`src/rtl/fare_account_responder.sv`:
```
// Account-side responder: looks up tapped cards, reports status and debits one fare on request.
// Define FARE_AUDIT_EN to add the debit_count/revenue audit outputs.
module fare_account_responder #(
    parameter int NUM_CARDS     = 16,
    parameter int ID_W          = 4,
    parameter int BAL_W         = 16,
    parameter int FARE          = 315,
    parameter int LOOKUP_CYCLES = 2,
    parameter int DEBIT_TIMEOUT = 8
) (
    input  logic             clk,
    input  logic             rst,
    input  logic             req_valid,
    input  logic [ID_W-1:0]  req_id,
    output logic             busy,
    output logic             resp_valid,
    output logic             card_active,
    output logic             fund_enough,
    input  logic             reduce_bal,
    output logic             debit_done,
    output logic [BAL_W-1:0] balance_out,
`ifdef FARE_AUDIT_EN
    output logic [15:0]      debit_count,
    output logic [31:0]      revenue,
`endif
    input  logic             acct_wr_en,
    input  logic [ID_W-1:0]  acct_wr_id,
    input  logic             acct_wr_active,
    input  logic [BAL_W-1:0] acct_wr_bal
);

    localparam int CNT_MAX = (LOOKUP_CYCLES > DEBIT_TIMEOUT) ? LOOKUP_CYCLES : DEBIT_TIMEOUT;
    localparam int CNT_W   = $clog2(CNT_MAX + 1);
    localparam logic [CNT_W-1:0] LOOKUP_LOAD  = CNT_W'(LOOKUP_CYCLES - 1);
    localparam logic [CNT_W-1:0] TIMEOUT_LOAD = CNT_W'(DEBIT_TIMEOUT - 1);
    localparam logic [BAL_W-1:0] FARE_AMT     = BAL_W'(FARE);

    typedef enum logic [2:0] {
        IDLE,
        LOOKUP,
        RESPOND,
        WAIT_DEBIT,
        DEBIT
    } state_t;

    state_t           state;
    logic [CNT_W-1:0] cnt;
    logic [ID_W-1:0]  cur_id;

    logic             tbl_active [NUM_CARDS];
    logic [BAL_W-1:0] tbl_bal    [NUM_CARDS];

    logic             cur_ok;
    logic             cur_act;
    logic [BAL_W-1:0] cur_bal;
    logic [BAL_W-1:0] cur_taken;

    function automatic logic in_range(input logic [ID_W-1:0] id);
        int idx;
        idx = int'(id);
        return idx < NUM_CARDS;
    endfunction

    // Amount actually removed by one debit: the full fare, or whatever is left.
    function automatic logic [BAL_W-1:0] fare_taken(input logic [BAL_W-1:0] bal);
        return (bal >= FARE_AMT) ? FARE_AMT : bal;
    endfunction

    always_comb begin
        cur_ok  = in_range(cur_id);
        cur_act = 1'b0;
        cur_bal = '0;
        if (cur_ok) begin
            cur_act = tbl_active[cur_id];
            cur_bal = tbl_bal[cur_id];
        end
        cur_taken = fare_taken(cur_bal);
    end

    assign busy = (state != IDLE);

    always_ff @(posedge clk) begin
        if (rst) begin
            state       <= IDLE;
            cnt         <= '0;
            cur_id      <= '0;
            resp_valid  <= 1'b0;
            card_active <= 1'b0;
            fund_enough <= 1'b0;
            debit_done  <= 1'b0;
            balance_out <= '0;
            for (int i = 0; i < NUM_CARDS; i++) begin
                tbl_active[i] <= 1'b0;
                tbl_bal[i]    <= '0;
            end
`ifdef FARE_AUDIT_EN
            debit_count <= '0;
            revenue     <= '0;
`endif
        end else begin
            resp_valid <= 1'b0;
            debit_done <= 1'b0;

            if (acct_wr_en && in_range(acct_wr_id)) begin
                tbl_active[acct_wr_id] <= acct_wr_active;
                tbl_bal[acct_wr_id]    <= acct_wr_bal;
            end

            case (state)
                IDLE: begin
                    if (req_valid) begin
                        cur_id <= req_id;
                        cnt    <= LOOKUP_LOAD;
                        state  <= LOOKUP;
                    end
                end
                LOOKUP: begin
                    if (cnt == '0) state <= RESPOND;
                    else           cnt   <= cnt - 1'b1;
                end
                RESPOND: begin
                    resp_valid  <= 1'b1;
                    card_active <= cur_act;
                    fund_enough <= cur_act && (cur_bal >= FARE_AMT);
                    balance_out <= cur_bal;
                    cnt         <= TIMEOUT_LOAD;
                    state       <= (cur_act && (cur_bal >= FARE_AMT)) ? WAIT_DEBIT : IDLE;
                end
                WAIT_DEBIT: begin
                    if (reduce_bal)      state <= DEBIT;
                    else if (cnt == '0)  state <= IDLE;
                    else                 cnt   <= cnt - 1'b1;
                end
                DEBIT: begin
                    state <= IDLE;
                    // A same-cycle admin write to this card overrides the debit entirely.
                    if (acct_wr_en && (acct_wr_id == cur_id)) begin
                        balance_out <= acct_wr_bal;
                    end else begin
                        tbl_bal[cur_id] <= cur_bal - cur_taken;
                        balance_out     <= cur_bal - cur_taken;
                        debit_done      <= 1'b1;
`ifdef FARE_AUDIT_EN
                        debit_count <= debit_count + 16'd1;
                        revenue     <= revenue + 32'(cur_taken);
`endif
                    end
                end
                default: state <= IDLE;
            endcase
        end
    end

endmodule

```
`config.mk`:
```
export PLATFORM = sky130hd
export DESIGN_NAME = fare_account_responder
export DESIGN_NICKNAME = d
export VERILOG_FILES = /design/src/rtl/fare_account_responder.sv
export SDC_FILE = /design/constraint.sdc
export NUM_CORES = 1
export LEC_CHECK = 0
export ABC_AREA = 1
export CORE_MARGIN = 3
export CORE_UTILIZATION = 45
export DETAILED_ROUTE_END_ITERATION = 12
export DONT_BUFFER_PORTS = 1
export PLACE_DENSITY = 0.7
export SETUP_SLACK_MARGIN = 0.5
export SYNTH_ARGS = -nofsm -noshare
export SYNTH_HDL_FRONTEND = slang
export SYNTH_SLANG_ARGS = --single-unit
```
`constraint.sdc`:
```
create_clock -name clk -period 7.2 [get_ports clk]
set_input_delay 0 -clock clk [delete_from_list [all_inputs] [get_ports clk]]
set_output_delay 0 -clock clk [all_outputs]
set_load 0.01 [all_outputs]
```
==> impl_metrics.csv, run 1 <==
group,metric,value,unit
hold_path,hold_end,"tbl_bal[7][12]$_DFFE_PP_",
yosys,ys_seq_area_share,56.1,%
sta,slew_viol_final,0,
route,drtAntennaViolNets,0,
clock_tree,insertion_delay,520,ps
clock_tree,postCtsSetupBuffers,0,
critical_path,worstReg2RegEnd,"tbl_bal[5][14]$_DFFE_PP_",
global_route,grt.total_usage,25.9,%
global_route,grt-ovfl-total,0,
finish,num-fill-cells,3118,
sta,slew_headroom,19.9,%
power,leakage,0.00634,uW
finish,mostFrequentLayoutCell,"edfxtp_1",
clock_tree,htreeDepth,2,
route,first_pass_iters,6,
yosys,synthCells,1705,
finish,final_nets,1679,
yosys,avgSynthCellArea,9.26,um^2
critical_path,start_kind,"register",
die,pin_count,51,
finish,fin_cells,2120,
clock_tree,cts_root_buf,"clkbuf_16",
finish,mostFrequentLayoutCells,"272 x edfxtp_1, 224 x o22ai_1, 222 x nand2_1, 202 x nor2_1, 147 x nand3_1",
yosys,synth_top_cell_by_area,"edfxtp_1",
yosys,syn_nets,1737,
global_route,antenna_found_initial,0,
sta,fin_crit_sh,70.5,%
place,io_buffers,0,
critical_path,path_cells,"clkinv_1, nand3_1, nand2_2, nor2_4, nand2_1, nor2_4, nand2_4, nand3_1, ha_1, inv_1, nand2_2, nand4_2, nand3_1, and2_1, o22ai_1",
sta,rsz0062_at_grt,"false",
route,via_per_inst,6.37,
hold_path,min_from,"acct_wr_bal[12]",
place,place_congestion,0.906,
route,wire_per_inst,23.6,um
yosys,ys_ff_latch,307,
sta,tns,0,ps
sta,finClkSkew,18.3,ps
clock_tree,clockBufferDepth,3,
critical_path,cp_max_fo,18,
die,rows,67,
finish,syn_to_final_growth,8.43,%
critical_path,required,7420,ps
global_route,grt_max_degree,73,
place,dp_cells,2042,
route,num_vias,13500,
sta,hold_viol,0,
sta,holdWs,39.4,ps
critical_path,r2r_cells,15,
sta,tightest_slew,1200,ps
yosys,syn-cell-area,0.0158,mm^2
die,die_h,193,um
route,drt-initial-drc-count,2104,
sta,period_minus_slack,5070,ps
yosys,synth.top_cells.by_area,"edfxtp_1 52%, o22ai_1 8.9%, nand2_1 5.3%",
place,placed_area,0.0159,mm^2
critical_path,crit_top_cell,"nand3_1",
die,dieArea,0.0374,mm^2
critical_path,crit_path_max_incr_delay,1030,ps
global_route,grt_pass1_wl,76700,um
critical_path,reg2reg_slack,2130,ps
critical_path,slowest_stage,"dfxtp_1",
route,drc,0,
global_route,grt_pass1_vias,13100,
clock_tree,tritoncts,"yes",
die,initial_core_util,46.4,%
die,coreArea,0.0340,mm^2
critical_path,worstSetupPathType,"register to register",
outcome,outcome,"complete, no violations",
route,finalWirelength,50100,um
hold_path,hold_path.class,"input pin to register",
clock_tree,clock_sinks,307,
critical_path,critical_path_arrival,5290,ps
power,vdd_drop_max,0.346,mV
yosys,ys_types,38,
yosys,synth_warnings,0,
sta,setup_viol,0,
yosys,synth_edf_count,272,
place,dpl.hpwl,30600,um
job,drv_cap,0,
yosys,synth_top_area_share,51.7,%
yosys,ys.flop_type,"edfxtp_1",
die,dieWidth,193,um
finish,final_layout_size_suffix_gt1_share,7.06,%
clock_tree,path_clk_slew,60,ps
power,power.density,355,mW/mm^2
yosys,async_flop_share,0,%
finish,diodes,0,
clock_tree,cts_buffers,34,
sta,fmax,0.197,GHz
critical_path,cp-end-kind,"register",
finish,fin_area,0.0171,mm^2
hold_path,hold_depth,2,
==> synthesized netlist by cell type, types with 31 or more instances <==
cell and number:
edfxtp_1 272, o22ai_1 224, nand2_1 222, nor2_1 202, nand3_1 147, inv_1 129
o21ai_0 121, clkbuf_1 63, a21oi_1 51, buf_2 42, dfxtp_1 35, o21ai_1 33
o211ai_1 31
==> per-layer routing <==
metal  wire, um  track usage [%]  part of all wire, %
met1      18500             33.4                   37
met2      24000             43.2                   48
met3       5860             5.04                   12
met5          0                0                    0
met4       1840             10.2                  3.7
==> flip-flops by register name, indices dropped and copies added, names as in the netlist, 3 cells and up, named ones only <==
register and cells:
cur_id 4, balance_out 16, cnt 4, tbl_bal 256
tbl_active 16, state 3
==> logic make-up (layout without fill, tap and decap cells) <==
logic type	Yosys count	in the layout	synth area share, %
simple gates	603	603	16.1
compound gates	495	495	19.2
flops	307	307	56.1
buf+inv	295	262	8.15
xor+xnor	3	3	0.214
fa+ha+maj	2	2	0.158
==> critical path, delay by kind of cell (launching register included) <==
kind | cells | cell delay (ps)
DFF | 1 | 1030
adders and majority gates | 1 | 180
buffers and inverters | 2 | 1000
AOI/OAI and AO/OA | 1 | 150
and+or+nand+nor | 11 | 2400
==> area by class of cell <==
| type | instances | area, um^2 | area share [%] |
|---|---|---|---|
| Tap cell | 448 | 561 | 3.27 |
| Sequential cell | 307 | 8870 | 51.8 |
| Clock buffer | 44 | 952 | 5.56 |
| Timing Repair Buffer | 44 | 373 | 2.18 |
| Multi-Input combinational cell | 1103 | 5650 | 33.0 |
| Clock inverter | 17 | 130 | 0.760 |
| Inverter | 157 | 592 | 3.46 |
==> worst max path at each step <==
stage / end / slack, ps / cells past startpoint / from
floorplan: tbl_bal[10][8]$_DFFE_PP_ / 3800 / 23 / register
global placement: tbl_bal[6][8]$_DFFE_PP_ / 2230 / 17 / register
detailed placement: tbl_bal[4][8]$_DFFE_PP_ / 2180 / 19 / register
CTS: tbl_bal[4][8]$_DFFE_PP_ / 2160 / 19 / register
global route: tbl_bal[3][8]$_DFFE_PP_ / 1800 / 19 / register
finish: tbl_bal[5][14]$_DFFE_PP_ / 2130 / 15 / register
==> where the power goes <==
part           switching (uW)  total [uW]  internal [uW]  leakage (uW)
combinational            1650        2210            562       0.00276
clock                     708        1710           1000      0.000525
sequential               98.2        2150           2060       0.00306
==> through the flow <==
step	utilization, %	total power, uW	worst slack (ps)
floorplan	-	3780	3800
global placement	46.6	4300	2230
detailed placement	46.6	4320	2180
CTS	50.3	6010	2160
global route	50.3	6330	1800
finish	50.3	6080	2130
==> repair_timing <==
item                      4_1_cts  5_1_grt
hold buffers                   17        0
hold endpoints to repair       44        0
gates resized for setup         0        0
No activity file was read; power rests on OpenSTA's default activity.
==> inputs of run 2 (changes only) <==
==> constraint.sdc (replaced) <==
create_clock -name clk -period 4.9 [get_ports clk]
set_input_delay 0 -clock clk [delete_from_list [all_inputs] [get_ports clk]]
set_output_delay 0 -clock clk [all_outputs]
set_load 0.01 [all_outputs]
==> impl_metrics.csv, run 2 (synthesized netlist as in run 1, its figures left out) <==
group,metric,value,unit
clock_tree,tritoncts,"yes",
power,vdd_drop_max,0.573,mV
route,num_vias,13900,
clock_tree,cts_buffers,31,
clock_tree,insertion_delay,570,ps
sta,rsz0062_at_grt,"true",
global_route,grt_max_degree,77,
sta,period_minus_slack,4170,ps
route,first_pass_iters,6,
global_route,grt_pass1_vias,13400,
place,place_congestion,0.968,
clock_tree,clockBufferDepth,3,
finish,final_layout_size_suffix_gt1_share,8.16,%
die,coreArea,0.0340,mm^2
finish,fin_area,0.0173,mm^2
power,leakage,0.00643,uW
sta,fin_crit_sh,85.0,%
sta,tightest_slew,1040,ps
die,die_h,193,um
die,dieArea,0.0374,mm^2
critical_path,cp_max_fo,18,
hold_path,min_from,"acct_wr_bal[12]",
sta,setup_viol,0,
route,drt-initial-drc-count,2080,
finish,mostFrequentLayoutCells,"272 x edfxtp_1, 224 x o22ai_1, 222 x nand2_1, 202 x nor2_1, 147 x nand3_1",
sta,fmax,0.240,GHz
place,io_buffers,0,
global_route,grt_pass1_wl,78500,um
die,pin_count,51,
finish,syn_to_final_growth,9.58,%
finish,reg_top3,"tbl_bal x256, balance_out x16, tbl_active x16",
sta,finClkSkew,11.9,ps
global_route,grt-ovfl-total,0,
hold_path,hold_path.class,"input pin to register",
finish,largest_reg_flops,256,
finish,final_nets,1700,
route,drtAntennaViolNets,0,
global_route,grt.total_usage,26.5,%
finish,fin_cells,2141,
place,dp_cells,2064,
die,rows,67,
critical_path,worstSetupPathType,"register to register",
global_route,antenna_found_initial,1,
power,power.density,520,mW/mm^2
die,initial_core_util,46.4,%
die,dieWidth,193,um
clock_tree,htreeDepth,1,
job,drv_cap,0,
place,placed_area,0.0161,mm^2
outcome,outcome,"complete, no violations",
clock_tree,clock_sinks,307,
finish,num-fill-cells,3155,
route,drc,0,
route,finalWirelength,52000,um
sta,slew_viol_final,0,
finish,top_register,"tbl_bal",
critical_path,start_kind,"register",
place,dpl.hpwl,31500,um
finish,mostFrequentLayoutCell,"edfxtp_1",
critical_path,critical_path_arrival,4450,ps
route,wire_per_inst,24.3,um
sta,slew_headroom,30.3,%
clock_tree,cts_root_buf,"clkbuf_16",
critical_path,cp-end-kind,"register",
sta,tns,0,ps
power,finalPower,8990,uW
route,via_per_inst,6.49,
clock_tree,path_clk_slew,60,ps
sta,hold_viol,0,
critical_path,required,5180,ps
## run 2: per-layer routing
| layer | vias up | part of all wire, % | track usage, % |
|---|---|---|---|
| met5 | - | 0 | 0 |
| met4 | 0 | 4.4 | 11.0 |
| met3 | 193 | 12 | 4.61 |
| li1 | 6052 | - | - |
| met2 | 1026 | 47 | 43.4 |
| met1 | 6614 | 37 | 35.2 |
## run 2: worst paths after layout
path / to / slack, ps / cells after the start
max: tbl_bal[5][14]$_DFFE_PP_ / 730 / 19
min: tbl_bal[13][12]$_DFFE_PP_ / 50 / 2
max reg2reg: tbl_bal[5][14]$_DFFE_PP_ / 730 / 19
min reg2reg: cnt[0]$_SDFFE_PP0P_ / 450 / 1
## run 2: per-stage QoR
| step | utilization (%) | setup slack (ps) | hold WS (ps) |
|---|---|---|---|
| detailed placement | 47.3 | 644 | 74.9 |
| CTS | 50.8 | 584 | 3.10 |
| global placement | 47.3 | 738 | 71.6 |
| floorplan | - | 1500 | 161 |
| finish | 50.9 | 733 | 48.4 |
| global route | 50.9 | 478 | 28.8 |
## run 2: cell type report
cell class                 instances  area [um^2]  area share [%]
clock inverter                    15          148           0.853
sequential                       307         8870            51.3
timing repair buffer              68          629            3.64
clock buffer                      42          848            4.90
multi-input combinational       1103         5660            32.7
inverter                         157          592            3.42
antenna                            1         2.50          0.0145
tap                              448          561            3.24
## run 2: critical path, stage by stage (launching register included)
cell and delay (ps):
dfxtp_1 310, buf_4 310, clkinv_1 690, nand3_1 370, nand2_1 230, nand2_1 170
nor2_2 60, nand2_1 90, nand2_1 80, nand2_2 100, nand2_4 150, nand3_1 140
ha_1 190, inv_1 50, nand2_2 110, nand4_2 150, nand3_1 130, and2_1 130
buf_4 290, o22ai_1 110
## run 2: where the power goes
group	internal (uW)	switching [uW]	leakage (uW)
sequential	3020	130	0.00306
clock	1360	1010	0.000480
combinational	919	2560	0.00290
## run 2: repair_timing
action                                 in CTS  in global routing
buffers inserted                            0                  1
endpoints found under the hold margin      48                  0
hold buffers                               18                  0
setup endpoints to repair                   0                116
gates resized for setup                     0                  4
==> inputs of run 3 (changes only) <==
--- a/config.mk
+++ b/config.mk
@@ -5,7 +5,6 @@
 export SDC_FILE = /design/constraint.sdc
 export NUM_CORES = 1
 export LEC_CHECK = 0
-export ABC_AREA = 1
 export CORE_MARGIN = 3
 export CORE_UTILIZATION = 45
 export DETAILED_ROUTE_END_ITERATION = 12
==> constraint.sdc (replaced) <==
create_clock -name clk -period 4.9 [get_ports clk]
set_input_delay 0.98 -clock clk [delete_from_list [all_inputs] [get_ports clk]]
set_output_delay 0.98 -clock clk [all_outputs]
set_load 0.01 [all_outputs]
==> impl_metrics.csv, run 3 <==
group,metric,value,unit
global_route,grt_pass1_vias,11700,
yosys,synth_top_cell_by_area,"edfxtp_1",
sta,hold_viol,0,
finish,diodes,0,
route,first_pass_iters,5,
global_route,grt.total_usage,26.4,%
route,drt-initial-drc-count,1821,
finish,fin_cells,1759,
die,pin_count,51,
sta,fin_crit_sh,87.0,%
global_route,grt-ovfl-total,0,
power,power_frac_clock,36.8,%
yosys,synth_edf_count,272,
yosys,ys_seq_area_share,54.2,%
sta,period_minus_slack,4260,ps
critical_path,r2r_cells,17,
place,dp_cells,1686,
power,power_frac_seq,42.8,%
clock_tree,insertion_delay,530,ps
hold_path,hold_path.class,"register to register",
yosys,yosys.area_share.adder,0.153,%
power,finalPower,7080,uW
hold_path,hold_depth,1,
yosys,synth-simple-area-share,9.68,%
finish,final_nets,1306,
sta,slew_viol_final,0,
clock_tree,clockBufferDepth,3,
die,dieWidth,197,um
clock_tree,cts_buffers,34,
yosys,synth_compound_area_share,20.1,%
hold_path,hold_end,"cnt[0]$_SDFFE_PP0P_",
sta,tns,0,ps
yosys,ys.flop_type,"edfxtp_1",
route,wire_per_inst,29.9,um
yosys,synth.mux.area_fraction,10.6,%
clock_tree,clock_sinks,307,
place,io_buffers,0,
route,num_vias,12100,
sta,slew_headroom,13.0,%
finish,mostFrequentLayoutCell,"edfxtp_1",
finish,mostFrequentLayoutCells,"272 x edfxtp_1, 177 x a22o_1, 124 x nand2_1, 82 x o21ai_0, 78 x buf_4",
sta,fmax,0.235,GHz
clock_tree,htreeDepth,2,
yosys,synth.top_cells.by_area,"edfxtp_1 50%, a22o_1 9.5%, mux4_2 8.8%",
sta,finClkSkew,20.4,ps
power,switching_power,2120,uW
yosys,syn_nets,1319,
clock_tree,tritoncts,"yes",
critical_path,critical_path_arrival,4580,ps
finish,final_layout_size_suffix_gt1_share,23.1,%
critical_path,required,5220,ps
global_route,grt_pass1_wl,76900,um
critical_path,reg2reg_slack,640,ps
route,drc,0,
die,die_h,197,um
finish,top_register,"tbl_bal",
clock_tree,path_clk_slew,60,ps
global_route,antenna_found_initial,1,
power,vdd_drop_max,0.254,mV
route,drtAntennaViolNets,0,
die,rows,69,
sta,tightest_slew,1310,ps
clock_tree,cts_hold_buf,0,
die,coreArea,0.0357,mm^2
global_route,grt_max_degree,36,
sta,rsz0062_at_grt,"false",
yosys,synth_top_area_share,50.0,%
critical_path,cp_max_fo,16,
finish,syn_to_final_growth,12.1,%
place,placed_area,0.0169,mm^2
yosys,synth.most_common_cell,"edfxtp_1",
power,power.density,386,mW/mm^2
die,dieArea,0.0387,mm^2
die,initial_core_util,45.9,%
route,finalWirelength,52600,um
yosys,avgSynthCellArea,12.7,um^2
finish,largest_reg_flops,256,
place,place_congestion,0.958,
yosys,synthCells,1287,
clock_tree,cts_root_buf,"clkbuf_16",
sta,setup_viol,0,
critical_path,start_kind,"register",
route,via_per_inst,6.89,
yosys,synthTopCellsByCount,"272 x edfxtp_1, 177 x a22o_1, 125 x nand2_1, 87 x clkbuf_1, 83 x o21ai_0",
yosys,synth_warnings,0,
critical_path,worstReg2RegEnd,"tbl_bal[1][14]$_DFFE_PP_",
yosys,ys_types,75,
place,dpl.hpwl,34200,um
power,switching_share,29.9,%
yosys,synth_xor_area_share,0.666,%
critical_path,worstSetupPathType,"register to register",
power,leakage,0.00639,uW
finish,fin_area,0.0183,mm^2
critical_path,cp-end-kind,"register",
yosys,syn-cell-area,0.0164,mm^2
yosys,synth_top_family_by_area,"compound AO/OA/AOI/OAI gates",
finish,reg_top3,"tbl_bal x256, balance_out x16, tbl_active x16",
job,drv_cap,0,
yosys,async_flop_share,0,%
outcome,outcome,"complete, no violations",
power,pwr-share-comb,20.4,%
yosys,ys_ff_latch,307,
hold_path,min_from,"cnt[0]$_SDFFE_PP0P_",
power,p_int,4960,uW
## run 3: cell count changes in the layout (fill, tap and decap cells not counted), sizes merged, moves of 27 or more
cell    previous run  this run
nor2             207        57
buf               50        87
o211ai            31         3
o41ai              0        33
a21oi             51        24
o21ai            156        89
o22ai            244         1
nand3            148        18
mux4               0        64
nand2            231       126
inv              132        16
a22o               0       177
## run 3: metal layers
layer	up-vias	routed length (um)	track usage (%)	part of all wire, %
li1	5065	-	-	-
met1	6026	19800	36.2	38
met2	892	23700	41.0	45
met3	139	7510	8.63	14
met4	0	1610	6.86	3.0
met5	-	0	0	0
## run 3: power groups by stage
stage	clock network (uW)	registers, uW	logic (uW)
CTS	2610	3030	1340
floorplan	0	3050	967
global placement	0	3080	1300
detailed placement	0	3090	1320
global route	2730	3040	1500
finish	2610	3030	1440
## run 3: worst max-delay path, cell delays in order, from the launching register on
cell      delay (ps)
dfxtp_4          410
buf_12           170
buf_4            160
nor2_2           100
a221o_1          380
and2_1           200
a211o_1          370
a311o_2          460
nand2_4          150
nand3_1          110
ha_1             210
buf_4            200
nor2_4           180
o21ai_2          120
o211ai_1         180
nor2_2            60
buf_4            240
o41ai_1          360
## run 3: cells by family (layout without fill, tap and decap cells)
group	after synthesis	in the layout
AO/OA/AOI/OAI	399	399
AND/OR/NAND/NOR	324	325
flip-flops	307	307
buffers and inverters	153	163
multiplexers	93	93
XOR/XNOR	9	9
adder cells (fa/ha/maj)	2	2
## run 3: timing repair
item                                    CTS  global route
gates resized for setup                   8            24
setup buffers                             2             8
hold endpoints to repair                  0             0
gates cloned                              0             3
pin swaps                                 0             5
endpoints found under the setup margin   97           100
## run 3: worst max path at each step
stage | startpoint | to | slack [ps]
after floorplan | register | tbl_bal[10][14]$_DFFE_PP_ | 530
after global routing | register | tbl_bal[1][14]$_DFFE_PP_ | 490
after global placement | register | tbl_bal[4][14]$_DFFE_PP_ | 260
after detailed placement | register | tbl_bal[5][14]$_DFFE_PP_ | 80
after CTS | register | tbl_bal[3][14]$_DFFE_PP_ | 480
final | register | tbl_bal[1][14]$_DFFE_PP_ | 640
## run 3: area by class of cell
class | count | area [um^2]
clock inverters | 18 | 224
inverters | 14 | 52.6
fillers | 2946 | 17300
clock buffers | 42 | 881
multi-input cells | 828 | 6930
well taps | 461 | 577
flip-flops and latches | 307 | 8880
repair buffers | 89 | 783
## run 3: per-stage QoR
step | util [%] | setup WS [ps] | hold WS [ps]
after floorplan | - | 532 | 455
after global placement | 47.5 | 256 | 478
after detailed placement | 47.5 | 83.0 | 495
after CTS | 50.7 | 481 | 510
after global routing | 51.4 | 491 | 516
final | 51.4 | 639 | 515
